===== config.mk =====
export PLATFORM = sky130hd
export DESIGN_NAME = decode_inst_queue
export DESIGN_NICKNAME = d
export VERILOG_FILES = /design/src/rtl/decode_inst_queue_pkg.sv /design/src/rtl/decode_inst_queue_tagfifo.sv /design/src/rtl/decode_inst_queue.sv
export SDC_FILE = /design/constraint.sdc
export NUM_CORES = 1
export LEC_CHECK = 0
export BUFFER_PORTS_ARGS = -buffer_cell sky130_fd_sc_hd__buf_2
export CORE_UTILIZATION = 51
export DETAILED_ROUTE_END_ITERATION = 10
export PLACE_DENSITY = 0.75
export SLEW_MARGIN = 0
export SYNTH_ARGS = -nofsm -noshare
export SYNTH_HDL_FRONTEND = slang
export SYNTH_SLANG_ARGS = --single-unit
export TNS_END_PERCENT = 1

===== constraint.sdc =====
create_clock -name clk -period 4.1 [get_ports clk]
set_input_delay 0.82 -clock clk [delete_from_list [all_inputs] [get_ports clk]]
set_output_delay 0.82 -clock clk [all_outputs]
set_load 0.02 [all_outputs]

===== src/rtl/decode_inst_queue_pkg.sv =====
// rtl/decode_inst_queue_pkg.sv - shared widths and exception codes for the decode instruction queue
package decode_inst_queue_pkg;

    localparam int EXCCODE_W      = 5;
    localparam int PC_WIDTH_DEF   = 32;
    localparam int INST_WIDTH_DEF = 32;

    localparam logic [EXCCODE_W-1:0] EXC_INT  = 5'd0;
    localparam logic [EXCCODE_W-1:0] EXC_ADEL = 5'd4;
    localparam logic [EXCCODE_W-1:0] EXC_ADES = 5'd5;
    localparam logic [EXCCODE_W-1:0] EXC_SYS  = 5'd8;
    localparam logic [EXCCODE_W-1:0] EXC_BP   = 5'd9;
    localparam logic [EXCCODE_W-1:0] EXC_RI   = 5'd10;

endpackage


===== src/rtl/decode_inst_queue_tagfifo.sv =====
// rtl/decode_inst_queue_tagfifo.sv - in-order FIFO of queue entry indices awaiting memory data
module decode_inst_queue_tagfifo #(
    parameter int ENTRIES = 4,
    parameter int TAG_W   = 2
) (
    input  logic                       clk,
    input  logic                       resetn,
    input  logic                       clear,
    input  logic                       push,
    input  logic [TAG_W-1:0]           push_tag,
    input  logic                       pop,
    output logic [TAG_W-1:0]           pop_tag,
    output logic [$clog2(ENTRIES):0]   count
);

    localparam int PW = (ENTRIES > 1) ? $clog2(ENTRIES) : 1;
    localparam int CW = $clog2(ENTRIES) + 1;

    logic [TAG_W-1:0] tags [ENTRIES];
    logic [PW-1:0]    wr_ptr;
    logic [PW-1:0]    rd_ptr;

    // Explicit wrap keeps the single-entry configuration correct.
    function automatic logic [PW-1:0] next_ptr(input logic [PW-1:0] p);
        return (p == PW'(ENTRIES - 1)) ? '0 : p + 1'b1;
    endfunction

    always_ff @(posedge clk or negedge resetn) begin
        if (!resetn) begin
            wr_ptr <= '0;
            rd_ptr <= '0;
            count  <= '0;
        end else if (clear) begin
            wr_ptr <= '0;
            rd_ptr <= '0;
            count  <= '0;
        end else begin
            if (push) wr_ptr <= next_ptr(wr_ptr);
            if (pop)  rd_ptr <= next_ptr(rd_ptr);
            count <= count + CW'(push) - CW'(pop);
        end
    end

    always_ff @(posedge clk) begin
        if (push && !clear) tags[wr_ptr] <= push_tag;
    end

    assign pop_tag = tags[rd_ptr];

endmodule


===== src/rtl/decode_inst_queue.sv =====
// rtl/decode_inst_queue.sv - in-order fetch-to-decode instruction queue; same-cycle head bypass under DECODE_INST_QUEUE_BYPASS_EN
module decode_inst_queue
    import decode_inst_queue_pkg::*;
#(
    parameter int DEPTH           = 4,
    parameter int MAX_OUTSTANDING = 4,
    parameter int PC_WIDTH        = PC_WIDTH_DEF,
    parameter int INST_WIDTH      = INST_WIDTH_DEF
) (
    input  logic                  clk,
    input  logic                  resetn,
    input  logic                  req_valid,
    input  logic [PC_WIDTH-1:0]   req_pc,
    input  logic                  req_exc,
    input  logic [EXCCODE_W-1:0]  req_exccode,
    output logic                  req_ready,
    output logic                  mem_req,
    output logic [PC_WIDTH-1:0]   mem_addr,
    input  logic                  mem_addr_ok,
    input  logic                  mem_data_ok,
    input  logic [INST_WIDTH-1:0] mem_rdata,
    output logic                  out_valid,
    output logic [PC_WIDTH-1:0]   out_pc,
    output logic [INST_WIDTH-1:0] out_inst,
    output logic                  out_exc,
    output logic [EXCCODE_W-1:0]  out_exccode,
    input  logic                  out_ready,
    input  logic                  flush
);

    localparam int IW = $clog2(DEPTH);
    localparam int OW = $clog2(MAX_OUTSTANDING) + 1;

    logic [IW-1:0]  head, tail;
    logic [IW:0]    occ;
    logic [OW-1:0]  live, stale;
    logic [OW:0]    inflight;
    logic [DEPTH-1:0] filled;

    logic [PC_WIDTH-1:0]   e_pc   [DEPTH];
    logic [INST_WIDTH-1:0] e_inst [DEPTH];
    logic                  e_exc  [DEPTH];
    logic [EXCCODE_W-1:0]  e_code [DEPTH];

    logic          can_alloc, alloc, drop, fill, pop, bypass_hit, stale_dec;
    logic [IW-1:0] fill_idx;

    assign inflight  = {1'b0, live} + {1'b0, stale};
    assign can_alloc = (occ < (IW+1)'(DEPTH)) && (inflight < (OW+1)'(MAX_OUTSTANDING));
    assign mem_req   = resetn && req_valid && can_alloc && !req_exc && !flush;
    assign req_ready = resetn && can_alloc && !flush && (req_exc || mem_addr_ok);
    assign mem_addr  = req_pc;
    assign alloc     = req_valid && req_ready;

    // Responses are in order: stale ones (issued before a flush) drain first.
    assign drop      = mem_data_ok && (stale != '0);
    assign fill      = mem_data_ok && (stale == '0) && (live != '0);
    assign stale_dec = mem_data_ok && ((stale != '0) || (live != '0));

    decode_inst_queue_tagfifo #(
        .ENTRIES (MAX_OUTSTANDING),
        .TAG_W   (IW)
    ) u_tagfifo (
        .clk      (clk),
        .resetn   (resetn),
        .clear    (flush),
        .push     (alloc && !req_exc),
        .push_tag (tail),
        .pop      (fill),
        .pop_tag  (fill_idx),
        .count    (live)
    );

`ifdef DECODE_INST_QUEUE_BYPASS_EN
    assign bypass_hit = fill && (fill_idx == head);
`else
    assign bypass_hit = 1'b0;
`endif

    assign out_valid   = (filled[head] || bypass_hit) && !flush;
    assign out_pc      = e_pc[head];
    assign out_exc     = e_exc[head];
    assign out_exccode = e_code[head];
    assign out_inst    = bypass_hit ? mem_rdata : (e_exc[head] ? '0 : e_inst[head]);
    assign pop         = out_valid && out_ready;

    always_ff @(posedge clk or negedge resetn) begin
        if (!resetn) begin
            head   <= '0;
            tail   <= '0;
            occ    <= '0;
            stale  <= '0;
            filled <= '0;
        end else if (flush) begin
            head   <= '0;
            tail   <= '0;
            occ    <= '0;
            filled <= '0;
            stale  <= stale + live - OW'(stale_dec);
        end else begin
            if (alloc) begin
                filled[tail] <= req_exc;
                tail         <= tail + 1'b1;
            end
            if (fill) filled[fill_idx] <= 1'b1;
            // Applied last so a bypassed head is freed rather than marked filled.
            if (pop) begin
                filled[head] <= 1'b0;
                head         <= head + 1'b1;
            end
            occ <= occ + (IW+1)'(alloc) - (IW+1)'(pop);
            if (drop) stale <= stale - 1'b1;
        end
    end

    always_ff @(posedge clk) begin
        if (alloc) begin
            e_pc[tail]   <= req_pc;
            e_exc[tail]  <= req_exc;
            e_code[tail] <= req_exccode;
        end
        if (fill) e_inst[fill_idx] <= mem_rdata;
    end

endmodule


Word-level counts from Yosys, hierarchy flattened

Memory sizes are Yosys's and may differ from the RTL's.
Index checks and enable logic that the tools add are counted.

Bitwise gates (word level): 3
Eq/ne operators: 2
Reductions and logical operators: 32
Magnitude comparators: 8
Mux-type cells: 36
Add/sub/neg operators: 12

Operators by type and width:

| operator                                                                      | number |
|---|---|
| 32-bit two-way mux                                                            | 1 |
| 4-bit two-way mux                                                             | 6 |
| 1-bit logical AND                                                             | 20 |
| 2-bit two-way mux                                                             | 10 |
| 3-bit two-way mux                                                             | 4 |
| 1-bit two-way mux                                                             | 10 |
| 2-bit nonzero test                                                            | 5 |
| 2-bit by 3-bit less-than comparator with 1-bit output (second input constant) | 3 |
| 3-bit by 1-bit subtractor with 3-bit output                                   | 3 |
| 2-bit by 1-bit adder with 2-bit output (second input constant)                | 4 |
| 3-bit by 1-bit adder with 3-bit output                                        | 2 |
| 1-bit demux with 2-bit select                                                 | 3 |
| 2-bit by 1-bit >= comparator with 1-bit output (second input constant)        | 3 |
| 3-bit nonzero test                                                            | 2 |
| 3-bit by 3-bit adder with 4-bit output                                        | 1 |
| 4-bit AND                                                                     | 1 |
| 4-bit bitwise mux                                                             | 1 |
| 2-bit == test (second input constant)                                         | 2 |
| 4-bit by 3-bit less-than comparator with 1-bit output (second input constant) | 1 |
| 4-bit inverter                                                                | 1 |
| 4-bit bitwise OR                                                              | 1 |
| 3-bit adder                                                                   | 1 |
| 3-bit zero test                                                               | 1 |
| 3-bit less-than comparator (second input constant)                            | 1 |
| 4 further kinds                                                               | 6 |

Logic and storage cells: 106
Register bits: 21
Bits in writable memories: 288
Memories: 5

Memory list:

| memory         | depth | width | rd ports | clocked after memory_dff | wr ports | RTL line                        | source |
|---|---|---|---|---|---|---|---|
| e_inst         | 4     | 32    | 1        | 0                        | 1        | decode_inst_queue.sv:41         | `logic [INST_WIDTH-1:0] e_inst [DEPTH];` |
| e_pc           | 4     | 32    | 1        | 0                        | 1        | decode_inst_queue.sv:40         | `logic [PC_WIDTH-1:0] e_pc [DEPTH];` |
| e_code         | 4     | 5     | 1        | 0                        | 1        | decode_inst_queue.sv:43         | `logic [EXCCODE_W-1:0] e_code [DEPTH];` |
| u_tagfifo.tags | 4     | 2     | 1        | 0                        | 1        | decode_inst_queue_tagfifo.sv:19 | `logic [TAG_W-1:0] tags [ENTRIES];` |
| e_exc          | 4     | 1     | 1        | 0                        | 1        | decode_inst_queue.sv:42         | `logic e_exc [DEPTH];` |

Logic depth before layout (Yosys ltp)

Gate-level depths: netlist of run 1.

Depth after elaboration: 15
Depth in mapped cells: 14
Gate-level depth less buffers: 14

By module

Synthesis of run 1 repeated with hierarchy kept, for this count alone.

Cells, all modules: 608
Area total of the unflattened synthesis: 12450.7 um2

By module, submodules not included:

| module                    | area each (um2) | instances | cells an instance |
|---|---|---|---|
| decode_inst_queue         | 11720.0         | 1         | 559 |
| decode_inst_queue_tagfifo | 730.7           | 1         | 49 |

Worst setup path after synthesis of run 1

OpenSTA, ideal clock, no wires.

Path type: input to register
From: input flush
To: memory e_code[3][0], enable pin
Slack: -0.239 ns
Path buffers: 1
Arrival: 3.881 ns
Required time: 3.642 ns
Stages: 4
Path through: clkbuf_1 > or2_2 > or2_2 > nor4_2

Word-level cells in the longest chain between the ends: 6

Ends and longest elaborated chain:

| element                                 | RTL line                 | source |
|---|---|---|
| start, declared                         | decode_inst_queue.sv:28  | `input logic flush` |
| 1-bit zero test                         | decode_inst_queue.sv:51  | `assign req_ready = resetn && can_alloc && !flush && (req_exc \|\| mem_addr_ok);` |
| 1-bit logical AND (2 in a row)          | decode_inst_queue.sv:51  |  |
| 1-bit logical AND                       | decode_inst_queue.sv:53  | `assign alloc = req_valid && req_ready;` |
| 1-bit two-way mux                       | decode_inst_queue.sv:117 | `if (alloc) begin` |
| 1-bit two-way mux (not written as such) | decode_inst_queue.sv:120 | `e_code[tail] <= req_exccode;` |
| end, declared                           | decode_inst_queue.sv:43  |  |

No other way between the ends.

Worst setup path after layout of run 1

From: register head[1]
To: output out_inst[11]

Word-level cells in the longest chain between the ends: 2

Ends and longest elaborated chain:

| element                                                      | RTL line                 | source |
|---|---|---|
| start, declared                                              | decode_inst_queue.sv:34  | `logic [IW-1:0] head, tail;` |
| start signal, assigned                                       | decode_inst_queue.sv:109 | `head <= head + 1'b1;` |
| memory 4 x 32 bit / memory 4 x 1 bit (equally long branches) | n/a                      |  |
| 32-bit two-way mux *                                         | decode_inst_queue.sv:84  | `assign out_inst = bypass_hit ? mem_rdata : (e_exc[head] ? '0 : e_inst[head]);` |
| end, declared                                                | decode_inst_queue.sv:24  | `output logic [INST_WIDTH-1:0] out_inst,` |

Mark *: on every way between the ends. The rest lies on a longest branch, timed or not.

==> results of run 1 <==
==> cell type report <==
type	count	area share
Antenna cell	2	0.000346
Clock buffer	45	0.0631
Clock inverter	13	0.00614
Inverter	22	0.00570
Multi-Input combinational cell	217	0.193
Sequential cell	309	0.634
Tap cell	319	0.0276
Timing Repair Buffer	194	0.0702
==> power groups by stage <==
stage               sequential [µW]  combinational (µW)  clock, µW
floorplan                      3590                 340          0
detailed placement             3600                 508          0
finish                         3530                 502       2750
CTS                            3530                 511       2810
global placement               3590                 479          0
global route                   3540                 560       2930
==> logic make-up after synthesis <==
| kind of cell | share of synthesized area |
|---|---|
| and+or+nand+nor | 0.0412 |
| buffers and inverters | 0.0342 |
| AOI/OAI and AO/OA | 0.0102 |
| DFF | 0.741 |
| adders and majority gates | 0.0291 |
| muxes | 0.137 |
| xor gates and xnor gates | 0.00708 |
==> layout by cell type (no fill, tap or decap), types with 2 or more instances in the layout <==
master,count
nand2_1,8
inv_1,22
dfrtp_1,19
mux4_2,73
clkinv_1,6
and3_1,2
or2_2,3
a221oi_2,3
clkbuf_1,10
o21ai_0,4
and2_1,5
xor2_1,4
fa_1,3
clkinv_2,4
edfxtp_1,288
xnor2_1,6
buf_4,12
diode_2,2
a21oi_1,3
clkbuf_16,35
buf_2,181
nand2b_1,2
mux2i_1,5
nor2b_1,37
and2_2,2
dfrtp_4,2
nand3_1,2
nor2_1,14
o31ai_1,3
nor3_1,3
ha_1,24
nor4_4,2
==> layer usage <==
metal  part of all wire  up-vias  GRT usage
li1                   -     2709          -
met1               0.39     3083      0.238
met2               0.53      198      0.329
met3              0.062       36     0.0405
met4              0.017        0     0.0610
met5                  0        -          0
==> worst max-delay path by stage <==
stage               cells past startpoint                            to                start  slack [ns]
global route                            4                  out_inst[11]  head[1]$_DFFE_PN0P_        0.51
global placement                       12  u_tagfifo.count[2]$_DFF_PN0_               resetn        0.94
CTS                                     4                  out_inst[11]  head[1]$_DFFE_PN0P_        0.57
floorplan                               4        e_code[3][0]$_DFFE_PP_                flush        0.65
finish                                  4                  out_inst[11]  head[1]$_DFFE_PN0P_        0.66
detailed placement                     12  u_tagfifo.count[2]$_DFF_PN0_               resetn        0.86
==> critical path, cell delays in order (launching register included) <==
cell and delay, ns:
dfrtp_4 0.80, buf_4 0.54, mux4_2 0.40, nor2b_1 0.17, buf_2 0.20
==> registers in the layout (all words and copies together), names as in the netlist, 3 cells and up <==
name,flops
e_inst,128
e_pc,128
e_code,20
u_tagfifo.tags,8
e_exc,4
filled,4
occ,3
stale,3
u_tagfifo.count,3
==> stage by stage <==
stage	instance area (µm²)	power, µW	setup WS (ns)
6_report	14500	6780	0.657
5_1_grt	14500	7030	0.507
4_1_cts	14500	6850	0.574
3_5_place_dp	13500	4110	0.863
3_3_place_gp	13500	4070	0.944
2_1_floorplan	12400	3930	0.649
==> qor.yml, run 1 <==
logic_synthesis:
  synth-seq-area-share: 0.741
  synthFlopType: "edfxtp_1"
  synth_cells: 604
  syn_avg_cell_area_um2: 20.5
  yosysMostFrequentCell: "edfxtp_1"
  synth_edf_count: 288
  netlist_area_um2: 12400
  yosysTopAreaCell: "edfxtp_1"
  synth_top_cells_by_count: "288 x edfxtp_1, 73 x mux4_2, 37 x nor2b_1"
  syn_nets: 708
  synth_top_cell_area_share: 0.699
  synth_seq_cells: 309
  async_flop_share: 0.0680
  yosys_warnings: 0
  yosysUniqueCellTypes: 37
  synthTopCellsByArea: "edfxtp_1 70%, mux4_2 13%, dfrtp_1 4.2%, ha_1 2.4%, buf_4 1.9%"
detailed_routing:
  wirelength_um: 22700
  vias_per_cell: 5.38
  detail-route-antenna-nets: 0
  wl_per_cell_um: 20.2
  drc_errors: 0
  dr.pass1.iters: 4
  drtIter0Drc: 457
  via_count: 6026
clocking:
  cts_sinks: 309
  cts_tree: "yes"
  htree_levels: 2
  clk_pin_slew_worst_paths_ns: 0.06
  root_buffer: "clkbuf_16"
  postCtsSetupBuffers: 0
  numCtsBuffers: 34
  ctsLongestPathBuffers: 3
  cts_hold_buffers: 0
  cts.repair.resized: 0
  clkLatencyLatePin_ns: 0.50
cells_and_area:
  fin_cells: 1121
  area_growth_pct: 17.0
  final_util: 0.613
  nFillCells: 1664
  drive_above_1_share: 0.405
  final_nets: 882
  multi_input_area_um2: 2790
  register_area_um2: 9180
hold_path:
  hold_path_class: "in2async"
placed_design:
  dp_hpwl_um: 14200
  portBuffers: 181
  place_inst: 1061
  place.gp.congestion: 0.727
sta:
  period_share: 0.840
  fin_skew_ns: 0.0232
  setup_violations: 0
  fin_crit_ns: 3.44
  hold_viol: 0
  finalMaxSlewViolations: 0
  hold-worst-slack_ns: 0.312
  fin_setup_tns_ns: 0
  slew_headroom: 0.401
  fmax_mhz: 290
  tightest_slew_ns: 0.899
  rsz0062_at_grt: "no"
global_route:
  antenna_found_initial: 2
  grt-ovfl-total: 0
  grt_pass1_vias: 6242
  track_usage: 0.190
  grt_first_pass_wirelength_um: 34900
  grt_max_degree: 41
power:
  peakVddDrop_mv: 0.337
  comb_power_share: 0.074
  p_int_uw: 5330
  power_leakage_uw: 0.00509
  p_switching_uw: 1450
  power_frac_seq: 0.521
  switching_share: 0.214
  powerDensity_nw_per_um2: 468
  pwr-share-clk: 0.405
run:
  cap_violations: 0
worst_setup_path:
  r2r_start: "u_tagfifo.count[2]$_DFF_PN0_"
  crit_path_max_fanout: 40
  reg2regPathDepth: 12
  crit_required_ns: 3.28
  worstPathArrival_ns: 2.62
  critPathKind: "reg2out"
  start_kind: "flop"
  reg2reg_slack_ns: 1.00
  worstSetupEndpointType: "primary output"
  timing.rr.end: "u_tagfifo.count[2]$_DFF_PN0_"
floorplanning:
  die_w_um: 158
  die_area_um2: 24900
  die_h_um: 158
  io_pins: 182
  coreArea_um2: 23600
  rows: 56
  initial_core_util: 0.524
run_status:
  status: "finished, final reports clean"
(Power assumes the default switching activity.)
==> run 2, diff against run 1 <==
--- a/config.mk
+++ b/config.mk
@@ -5,10 +5,11 @@
 export SDC_FILE = /design/constraint.sdc
 export NUM_CORES = 1
 export LEC_CHECK = 0
+export ABC_AREA = 1
 export BUFFER_PORTS_ARGS = -buffer_cell sky130_fd_sc_hd__buf_2
-export CORE_UTILIZATION = 51
+export CORE_UTILIZATION = 52
 export DETAILED_ROUTE_END_ITERATION = 10
-export PLACE_DENSITY = 0.75
+export PLACE_DENSITY = 0.76
 export SLEW_MARGIN = 0
 export SYNTH_ARGS = -nofsm -noshare
 export SYNTH_HDL_FRONTEND = slang
==> constraint.sdc (replaced) <==
create_clock -name clk -period 3 [get_ports clk]
set_input_delay 0.6 -clock clk [delete_from_list [all_inputs] [get_ports clk]]
set_output_delay 0.6 -clock clk [all_outputs]
set_load 0.02 [all_outputs]
==> qor.yml, run 2 <==
run_status:
  status: "finished, final reports clean"
sta:
  tightest_slew_ns: 0.526  # -0.373 ns
  fin_setup_tns_ns: 0  # unchanged
  setup_violations: 0  # unchanged
  finalMaxSlewViolations: 0  # unchanged
  hold_viol: 0  # unchanged
  rsz0062_at_grt: "no"
  period_share: 0.949
  setup_ws_ns: 0.152  # -0.505 ns
  fmax_mhz: 351
  fin_crit_ns: 2.85
  slew_headroom: 0.649  # +0.248
  fin_skew_ns: 0.0154  # -0.00784 ns
detailed_routing:
  via_count: 8157  # +35%
  vias_per_cell: 5.36  # -0.24%
  drc_errors: 0  # unchanged
  dr.pass1.iters: 5  # +1
  drtIter0Drc: 578  # +26%
  wirelength_um: 26300  # +16%
  wl_per_cell_um: 17.3  # -15%
  detail-route-antenna-nets: 0  # unchanged
global_route:
  antenna_found_initial: 2  # unchanged
  grt_pass1_vias: 8130  # +30%
  grt-ovfl-total: 0  # unchanged
  track_usage: 0.206  # +0.0167
  grt_max_degree: 61  # +49%
  grt_first_pass_wirelength_um: 41300  # +18%
floorplanning:
  die_h_um: 160  # +1.3%
  coreArea_um2: 24400  # +3.3%
  die_area_um2: 25500  # +2.5%
  io_pins: 182  # unchanged
  rows: 57  # +1.8%
  initial_core_util: 0.531  # +0.00641
  die_w_um: 160  # +1.3%
logic_synthesis:
  synth_top_cell_area_share: 0.668  # -0.0305
  synth_seq_cells: 309  # unchanged
  yosys_warnings: 0  # unchanged
  yosysUniqueCellTypes: 38  # +2.7%
  synth_edf_count: 288  # unchanged
  async_flop_share: 0.0680  # unchanged
  synth_cells: 1021  # +69%
  synthTopCellsByArea: "edfxtp_1 67%, o21ai_0 5.8%, nor2_1 4.7%, dfrtp_1 4.1%, o22ai_1 3.4%"
  yosysTopAreaCell: "edfxtp_1"
  synth_top_cells_by_count: "288 x edfxtp_1, 162 x nor2_1, 151 x o21ai_0"
  synthFlopType: "edfxtp_1"
  netlist_area_um2: 12900  # +4.6%
  syn_nets: 1125  # +59%
  yosysMostFrequentCell: "edfxtp_1"
  syn_avg_cell_area_um2: 12.7  # -38%
  synth-seq-area-share: 0.709  # -0.0323
clocking:
  cts_tree: "yes"
  cts_sinks: 309  # unchanged
  ctsLongestPathBuffers: 3  # unchanged
  htree_levels: 1  # -1
  numCtsBuffers: 31  # -8.8%
  clk_pin_slew_worst_paths_ns: 0.06  # about the same
  clkLatencyLatePin_ns: 0.56  # +0.06 ns
  root_buffer: "clkbuf_16"
worst_setup_path:
  path_cells: "inv_8, nand2_1, a32oi_2, inv_2, buf_12, nand2_1, inv_1, buf_2"
  worstPathArrival_ns: 2.25  # -0.37 ns
  crit_required_ns: 2.40  # -0.88 ns
  worstSetupEndpointType: "primary output"
  cp_common_cell: "nand2_1"
  crit_path_max_fanout: 32  # -20%
  start_kind: "flop"
  crit_slowest_cell: "dfrtp_4"
  max_stage_delay_ns: 0.62  # -0.18 ns
  critPathKind: "reg2out"
cells_and_area:
  layout_common_cells: "288 x edfxtp_1, 181 x buf_2, 155 x nor2_1"
  largestRegisters: "e_inst (128), e_pc (128), e_code (20)"
  final_common_cell: "edfxtp_1"
  area_growth_pct: 15.8
  drive_above_1_share: 0.237  # -0.168
  final_nets: 1277  # +45%
  fin_cells: 1521  # +36%
run:
  cap_violations: 0  # unchanged
placed_design:
  place.gp.congestion: 0.767  # +5.6%
  pre_cts_ws_ns: 0.358  # -0.505 ns
  portBuffers: 181  # unchanged
  place_inst: 1463  # +38%
  dp_hpwl_um: 15200  # +7.2%
power:
  powerDensity_nw_per_um2: 638  # +36%
  peakVddDrop_mv: 0.542  # +61%
  power_leakage_uw: 0.00586  # +15%
  power_uw: 9560  # +41%
hold_path:
  hold_path_class: "in2async"
run 2: metrics by stage:
step / utilization / hold WS (ns) / area (µm²)
detailed placement: 0.574 / 0.597 / 14000
floorplan: - / 0.304 / 12900
finish: 0.614 / 0.0389 / 15000
CTS: 0.613 / 0.0153 / 15000
global placement: 0.574 / 0.581 / 14000
global route: 0.614 / 0.0432 / 15000
run 2: worst paths after layout:
path	from	cells after the start	to	slack (ns)
setup / recovery	head[0]$_DFFE_PN0P_	8	out_inst[24]	0.15
hold / removal	resetn	2	u_tagfifo.count[2]$_DFF_PN0_	0.04
setup reg to reg	u_tagfifo.count[1]$_DFF_PN0_	12	u_tagfifo.count[1]$_DFF_PN0_	0.35
hold reg to reg	tail[1]$_DFFE_PN0P_	0	u_tagfifo.tags[1][1]$_DFFE_PP_	0.61
max in group asynchronous	resetn	2	head[0]$_DFFE_PN0P_	2.69
min in group clk	mem_rdata[11]	1	e_inst[2][11]$_DFFE_PP_	0.25
run 2: layout make-up:
type / count / area (µm²)
multi-input combinational: 541 / 2930
antenna: 1 / 2.50
inverter: 85 / 337
tap: 324 / 405
timing repair buffer: 205 / 1190
clock inverter: 18 / 140
clock buffer: 38 / 802
sequential: 309 / 9180
fill: 1822 / 9410
run 2: where the power goes:
part           leakage, µW  internal (µW)  switching, µW
sequential         0.00287           4790           56.8
clock             0.000466           2060           1520
combinational      0.00252            383            756
run 2: kinds of logic (layout without fill, tap and decap cells):
logic type               count (synthesis)  count (layout)  synth area share
flip-flops                             309             309             0.709
buffers and inverters                  171             346            0.0679
adder cells (fa/ha/maj)                 27              27            0.0278
XOR/XNOR                                 6               6           0.00406
other                                    0               1                 0
AO/OA/AOI/OAI                          245             245             0.105
AND/OR/NAND/NOR                        263             263            0.0860
run 2: per-layer routing:
layer  track usage  up-vias  routed length, µm
li1              -     3898                  -
met1         0.259     3947              11000
met2         0.355      256              12800
met3        0.0478       56               1890
met4        0.0638        0                552
met5             0        -                  0
run 2: repair_timing:
item                                    4_1_cts  5_1_grt
resized for setup                             4        2
hold buffers                                  0        0
setup buffers                                 0        1
endpoints found under the setup margin       53       50
run 2: critical path, delay by kind of cell, from the launching register on:
family,cells,cell delay (ns)
simple gates,2,0.18
compound gates,1,0.21
buf+inv,5,0.66
flops,1,0.62
